==> src/rtl/spi_master_xfer.sv <==
// SPI mode-0 initiator: one control byte then len payload bytes per start,
// full-duplex and MSB first, with every output driven from a register.
module spi_master_xfer #(
    parameter int HALF = 4,
    parameter int LW   = 16
) (
    input  logic          clk,
    input  logic          rst,
    input  logic          start,
    input  logic [7:0]    cmd,
    input  logic [LW-1:0] len,
    input  logic [7:0]    tx_data,
    output logic          tx_req,
    output logic [7:0]    rx_data,
    output logic          rx_valid,
    output logic [7:0]    dev_id,
    output logic          busy,
    output logic          done,
    output logic          ncs,
    output logic          sck,
    output logic          mosi,
    input  logic          miso
);

    typedef enum logic [1:0] {IDLE, SHIFT, HOLD, DESEL} state_t;

    localparam logic [7:0] HLAST = 8'(HALF - 1);

    state_t        state, state_nx;
    logic [7:0]    hcnt, hcnt_nx;
    logic [2:0]    bcnt, bcnt_nx;
    logic [LW:0]   byte_cnt, byte_cnt_nx;
    logic [LW-1:0] len_q, len_nx;
    logic [7:0]    tsr, tsr_nx;
    logic [7:0]    rsr, rsr_nx;
    logic          tx_req_nx, rx_valid_nx, busy_nx, done_nx;
    logic          ncs_nx, sck_nx, mosi_nx;
    logic [7:0]    rx_data_nx, dev_id_nx;
    logic          hend;

    assign hend = (hcnt == HLAST);

    always_ff @(posedge clk) begin
        if (rst) begin
            state    <= IDLE;
            hcnt     <= '0;
            bcnt     <= '0;
            byte_cnt <= '0;
            len_q    <= '0;
            tsr      <= '0;
            rsr      <= '0;
            tx_req   <= 1'b0;
            rx_valid <= 1'b0;
            rx_data  <= '0;
            dev_id   <= '0;
            busy     <= 1'b0;
            done     <= 1'b0;
            ncs      <= 1'b1;
            sck      <= 1'b0;
            mosi     <= 1'b0;
        end else begin
            state    <= state_nx;
            hcnt     <= hcnt_nx;
            bcnt     <= bcnt_nx;
            byte_cnt <= byte_cnt_nx;
            len_q    <= len_nx;
            tsr      <= tsr_nx;
            rsr      <= rsr_nx;
            tx_req   <= tx_req_nx;
            rx_valid <= rx_valid_nx;
            rx_data  <= rx_data_nx;
            dev_id   <= dev_id_nx;
            busy     <= busy_nx;
            done     <= done_nx;
            ncs      <= ncs_nx;
            sck      <= sck_nx;
            mosi     <= mosi_nx;
        end
    end

    always_comb begin
        state_nx    = state;
        hcnt_nx     = hcnt;
        bcnt_nx     = bcnt;
        byte_cnt_nx = byte_cnt;
        len_nx      = len_q;
        tsr_nx      = tsr;
        rsr_nx      = rsr;
        tx_req_nx   = 1'b0;
        rx_valid_nx = 1'b0;
        rx_data_nx  = rx_data;
        dev_id_nx   = dev_id;
        busy_nx     = busy;
        done_nx     = 1'b0;
        ncs_nx      = ncs;
        sck_nx      = sck;
        mosi_nx     = mosi;
        unique case (state)
            IDLE: begin
                if (start) begin
                    state_nx    = SHIFT;
                    hcnt_nx     = '0;
                    bcnt_nx     = '0;
                    byte_cnt_nx = '0;
                    len_nx      = len;
                    tsr_nx      = cmd;
                    busy_nx     = 1'b1;
                    ncs_nx      = 1'b0;
                    sck_nx      = 1'b0;
                    mosi_nx     = cmd[7];
                end
            end
            SHIFT: begin
                hcnt_nx = hcnt + 8'd1;
                // tx_req was raised on the byte boundary; take the byte now
                if (tx_req) begin
                    tsr_nx  = tx_data;
                    mosi_nx = tx_data[7];
                end
                if (hend) begin
                    hcnt_nx = '0;
                    if (!sck) begin
                        sck_nx = 1'b1;
                        rsr_nx = {rsr[6:0], miso};
                    end else begin
                        sck_nx = 1'b0;
                        if (bcnt != 3'd7) begin
                            bcnt_nx = bcnt + 3'd1;
                            tsr_nx  = {tsr[6:0], 1'b0};
                            mosi_nx = tsr[6];
                        end else begin
                            bcnt_nx = '0;
                            if (byte_cnt == '0) begin
                                dev_id_nx = rsr;
                            end else begin
                                rx_data_nx  = rsr;
                                rx_valid_nx = 1'b1;
                            end
                            if (byte_cnt == {1'b0, len_q}) begin
                                state_nx = HOLD;
                            end else begin
                                byte_cnt_nx = byte_cnt + (LW+1)'(1);
                                tx_req_nx   = 1'b1;
                            end
                        end
                    end
                end
            end
            HOLD: begin
                hcnt_nx = hcnt + 8'd1;
                if (hend) begin
                    hcnt_nx  = '0;
                    state_nx = DESEL;
                    ncs_nx   = 1'b1;
                    mosi_nx  = 1'b0;
                end
            end
            DESEL: begin
                hcnt_nx = hcnt + 8'd1;
                if (hend) begin
                    hcnt_nx  = '0;
                    state_nx = IDLE;
                    busy_nx  = 1'b0;
                    done_nx  = 1'b1;
                end
            end
            default: state_nx = IDLE;
        endcase
    end

endmodule

==> config.mk <==
export PLATFORM = sky130hd
export DESIGN_NAME = spi_master_xfer
export DESIGN_NICKNAME = d
export VERILOG_FILES = /design/src/rtl/spi_master_xfer.sv
export SDC_FILE = /design/constraint.sdc
export NUM_CORES = 1
export LEC_CHECK = 0
export ABC_AREA = 1
export ABC_CLOCK_PERIOD_IN_PS = 2700
export BUFFER_PORTS_ARGS = -buffer_cell sky130_fd_sc_hd__buf_2
export CELL_PAD_IN_SITES_DETAIL_PLACEMENT = 2
export CELL_PAD_IN_SITES_GLOBAL_PLACEMENT = 2
export CORE_ASPECT_RATIO = 1.25
export CORE_MARGIN = 4
export CORE_UTILIZATION = 32
export DETAILED_ROUTE_END_ITERATION = 12
export GPL_TIMING_DRIVEN = 0
export PLACE_DENSITY = 0.86
export SLEW_MARGIN = 20
export SYNTH_ARGS = -nofsm -noshare
export SYNTH_HDL_FRONTEND = slang
export SYNTH_SLANG_ARGS = --single-unit
==> constraint.sdc <==
create_clock -name clk -period 2.7 [get_ports clk]
set_clock_uncertainty 0.15 [all_clocks]
set_input_delay 0.135 -clock clk [delete_from_list [all_inputs] [get_ports clk]]
set_output_delay 0.135 -clock clk [all_outputs]
set_load 0.05 [all_outputs]
After elaboration in Yosys (flattened, before gate mapping)
Index checks and enable logic that the tools add are counted.
- register bits after elaboration: 85
- input bits: 36
- output and inout port bits: 23
- word-level logic and storage cells: 106
- add/subtract/negate cells: 3
- equal/unequal tests: 14
- multiplexer cells: 46
- bitwise gates (word level): 6
- reductions and logical operators: 21
- operators with widths (cell ; number):
    2-to-1 mux 17 bit ; 5
    2-to-1 mux 8 bit ; 7
    case mux 17 bit (2 select lines) ; 1
    case mux 8 bit (2 select lines) ; 2
    adder 17 x 1 -> 17 bit, second input constant ; 1
    == test 17 x 16 -> 1 bit ; 1
    zero test 17 bit ; 1
    inequality test 2 bit, second input constant ; 8
    AND reduction 3 bit ; 5
    2-to-1 mux 1 bit ; 14
    2-to-1 mux 2 bit ; 7
    2-to-1 mux 3 bit ; 4
    AND reduction 5 bit ; 2
    adder 8 x 1 -> 8 bit, second input constant ; 1
    == test 8 x 2 -> 1 bit, second input constant ; 1
    case mux 2 bit (4 select lines) ; 1
    AND reduction 7 bit ; 1
    NOT 1 bit ; 6
    case mux 1 bit (2 select lines) ; 3
    case mux 3 bit (2 select lines) ; 1
    AND reduction 6 bit ; 1
    nonzero test 2 bit ; 3
    OR reduction 5 bit ; 1
    == test 2 bit, second input constant ; 2
    other kinds (10) ; 11

Longest topological paths before layout
- depth after elaboration: 6
- gate-level depth with buffers: 12
- gate-level depth less buffers: 12

Least setup slack after synthesis
OpenSTA, ideal clock, no wires.
- path type: register to register
- start: register state[0]
- end: register byte_cnt[9]
- library setup time: 0.133 ns
- arrival: 1.627 ns
- required time: 2.417 ns
- slack: 0.790 ns
- cell stages (with the launch flop): 11
- buffers on the path: 2
- clock period less this slack: 1.910 ns
- path through: dfxtp_1 > inv_1 > ha_1 > buf_2 > o21ai_4 > nand3_4 > nor2_8 > nand2_4 > buf_6 > nand2_1 > a21oi_2
- word-level cells in the longest chain between the ends: 3
- elaborated cells on any way between the ends: 10
- those cells by class: eq/ne (6); mux (1); reduce/logical (3)
- ends and longest elaborated chain (what ; RTL line ; RTL):
    start, declared ; 29 ; state_t state, state_nx;
    start signal, assigned ; 62 ; state <= state_nx;
    == test 2 x 1 -> 1 bit or zero test 2 bit (tied branches) ; 98 ; unique case (state)
    inequality test 2 bit (no source line) or nonzero test 2 bit (tied branches) ; n/a ;
    AND reduction 6 bit (no source line) ; n/a ;
    end signal, assigned ; 65 ; byte_cnt <= byte_cnt_nx;
    end, declared ; 32 ; logic [LW:0] byte_cnt, byte_cnt_nx;
Parallel ways exist; a longest one is shown, timed or not.
A chain may end at the register's enable or synchronous reset.

Final worst setup path
- start: register state[0]
- end: register byte_cnt[0]
Same word-level chain as after synthesis.

==> impl_metrics.tcl <==
set metrics [dict create \
    ys_ff_latch 84 \
    area_growth_pct 23.42 \
    cts_tree "yes" \
    grt.total_usage 0.2310 \
    status "completed" \
    dr.pass1.iters 4 \
    max-slew-margin-rel 0.5455 \
    max_freq_ghz 0.4025 \
    hold_slack_ns 0.01819 \
    intPower_mw 2.513 \
    synth_edf_count 0 \
    critical-path-slowest-cell "dfxtp_1" \
    p_leak_nw 2.155 \
    end_kind "register" \
    cts.clk_slew.worst_paths_ns 0.07 \
    die_y_um 138.0 \
    ant_nets 0 \
    ir_drop_mv 0.2630 \
    hold_viol_final 0 \
    htreeDepth 3 \
    rows 47 \
    dp_hpwl_um 11980 \
    dieArea_um2 15460 \
    multi_input_area_um2 2285 \
    nets 750 \
    gp_congestion 0.8918 \
    max_stage_delay_ns 0.41 \
    path_common_cell "nor2_1" \
    regArea_um2 1682 \
    wl_per_cell_um 20.08 \
    cp.required_ns 2.79 \
    drc 0 \
    die_w_um 112.0 \
    netSwitchingFraction 0.4206 \
    clock_latency_ns 0.35 \
    arrival_ns 2.57 \
    min_path_cells 4 \
    reg2regPathDepth 10 \
    syn_inst 612 \
    fill_cells 1583 \
    grt_pass1_wl_um 28880 \
    final_cell_mix "nand2_1, nor2_1, dfxtp_1" \
    layout_commonest_cell "nand2_1" \
    setup-violations-final 0 \
    syn_area_per_cell_um2 7.072 \
    criticalPathCategory "reg2reg" \
    switching_power_mw 1.824 \
    power_density_nw_per_um2 811.9 \
    rsz0062_at_grt "false" \
    maxCapViolCount 0 \
    vias 4658 \
    cts_hold_buf 24 \
    routed_wl_um 17670 \
    ys_types 39 \
    clk_path_buf_depth 2 \
    overflow 0 \
    hp-class "in2reg" \
    finalCritPeriodShare 0.9201 \
    synthFlopType "dfxtp_1" \
    fin_crit_ns 2.484 \
    async_reset_ff_frac 0 \
    worstMarginPinSlew_ns 0.6818 \
    worstPathMaxFanout 10 \
    root_buffer "clkbuf_16" \
    totalPowerFinal_mw 4.337 \
    syn_area_um2 4328 \
    layout-drive-gt1-share 0.1737 \
    comb_power_share 0.379 \
    synth_nets 657 \
    post_cts_resized 0 \
    grt_antenna_before_repair 1 \
    cts_made_buffers 9 \
    pwr-share-clk 0.272 \
    cp-start-kind "register" \
    initial_core_util 0.3271 \
    yosys_warnings 0 \
    seq_area_frac_synth 0.3886 \
    grt_pass1_vias 5502 \
    grt_max_degree 14 \
    final_cells 880 \
    clock_sinks 84 \
    port_buffers 58 \
    seqPwrFrac 0.348 \
    cts_setup_buffers 0 \
    crit_chain "inv_1 -> ha_1 -> buf_2 -> o21ai_4 -> nand3_4 -> nor2_8 -> nand2_4 -> buf_6 -> nor2_1 -> nor2_1" \
    floorplan.io_pins 59 \
    place_inst 841 \
    drv_slew 0 \
    core_area_um2 13230 \
    finalSetupTns_ns 0 \
    first_iter_violations 138 \
    viasPerCell 5.293 \
]
==> critical path: cells and delay by family (launching register included) <==
kind / cells / cell delay [ns]
AOI/OAI and AO/OA: 1 / 0.37
adders and majority gates: 1 / 0.21
buffers and inverters: 3 / 0.45
DFF: 1 / 0.41
and+or+nand+nor: 5 / 0.78
==> per-layer routing <==
layer  global-route usage  share of wire
met1               0.2448           0.39
met2               0.4409           0.55
met3              0.04108          0.027
met4              0.09937          0.029
met5                    0              0
==> cell usage after synthesis (3+ instances only) <==
| library cell | instances | share of area |
|---|---|---|
| a21oi_1 | 65 | 0.075 |
| a21oi_2 | 4 | 0.0081 |
| buf_2 | 7 | 0.0081 |
| buf_4 | 4 | 0.0069 |
| clkbuf_1 | 13 | 0.011 |
| dfxtp_1 | 84 | 0.39 |
| ha_1 | 9 | 0.026 |
| inv_1 | 48 | 0.042 |
| inv_2 | 11 | 0.0095 |
| nand2_1 | 99 | 0.086 |
| nand2_4 | 3 | 0.0078 |
| nand3_1 | 34 | 0.039 |
| nand4_1 | 10 | 0.014 |
| nor2_1 | 96 | 0.083 |
| nor2_2 | 5 | 0.0072 |
| nor2_4 | 3 | 0.0078 |
| nor3_1 | 6 | 0.0069 |
| o211ai_1 | 9 | 0.016 |
| o21ai_0 | 59 | 0.068 |
| o21ai_1 | 7 | 0.0081 |
| or2_2 | 3 | 0.0043 |
| xnor2_1 | 4 | 0.0081 |
| xor2_1 | 10 | 0.020 |
==> path summary, 6_finish.rpt <==
path / from / end / slack [ns]
max: state[0] / byte_cnt[0] / 0.22
min: cmd[7] / mosi / 0.02
max reg2reg: state[0] / byte_cnt[0] / 0.22
min reg2reg: bcnt[1] / bcnt[1] / 0.33
==> layout make-up <==
| class | instances | area share |
|---|---|---|
| timing repair buffer | 82 | 0.09932 |
| sequential | 84 | 0.3148 |
| buffer | 26 | 0.02553 |
| inverter | 60 | 0.04216 |
| clock buffer | 10 | 0.04474 |
| antenna | 1 | 0.0004685 |
| multi-input combinational | 442 | 0.4277 |
| tap | 171 | 0.04006 |
| clock inverter | 4 | 0.005153 |
==> power by group through the flow <==
stage | Sequential (mW) | Clock (mW) | Combinational, mW
after floorplan | 1.55 | 0 | 1.04
after CTS | 1.51 | 1.19 | 1.62
after global routing | 1.53 | 1.26 | 1.82
after global placement | 1.52 | 0 | 1.45
after detailed placement | 1.53 | 0 | 1.55
final | 1.51 | 1.18 | 1.64
==> registers in the layout, indices dropped and copies added, names as in the netlist, 2 cells and up <==
name and flops:
byte_cnt 17, len_q 16, dev_id 8, hcnt 8
rsr 8, rx_data 8, tsr 7, bcnt 3
state 2
==> stage by stage <==
step,cell area [um^2],utilization,worst slack (ns)
final,5341,0.4037,0.2156
after global routing,5341,0.4037,0.06179
after CTS,5339,0.4035,0.3091
after detailed placement,4832,0.3652,0.3484
after global placement,4832,0.3652,0.4524
after floorplan,4328,-,0.7900
==> logic make-up after synthesis <==
| family | share of synthesized area |
|---|---|
| AO/OA/AOI/OAI | 0.1899 |
| XOR/XNOR | 0.02833 |
| adder cells (fa/ha/maj) | 0.02602 |
| buffers and inverters | 0.08355 |
| flip-flops | 0.3886 |
| AND/OR/NAND/NOR | 0.2836 |
No activity file was read; power rests on OpenSTA's default activity.
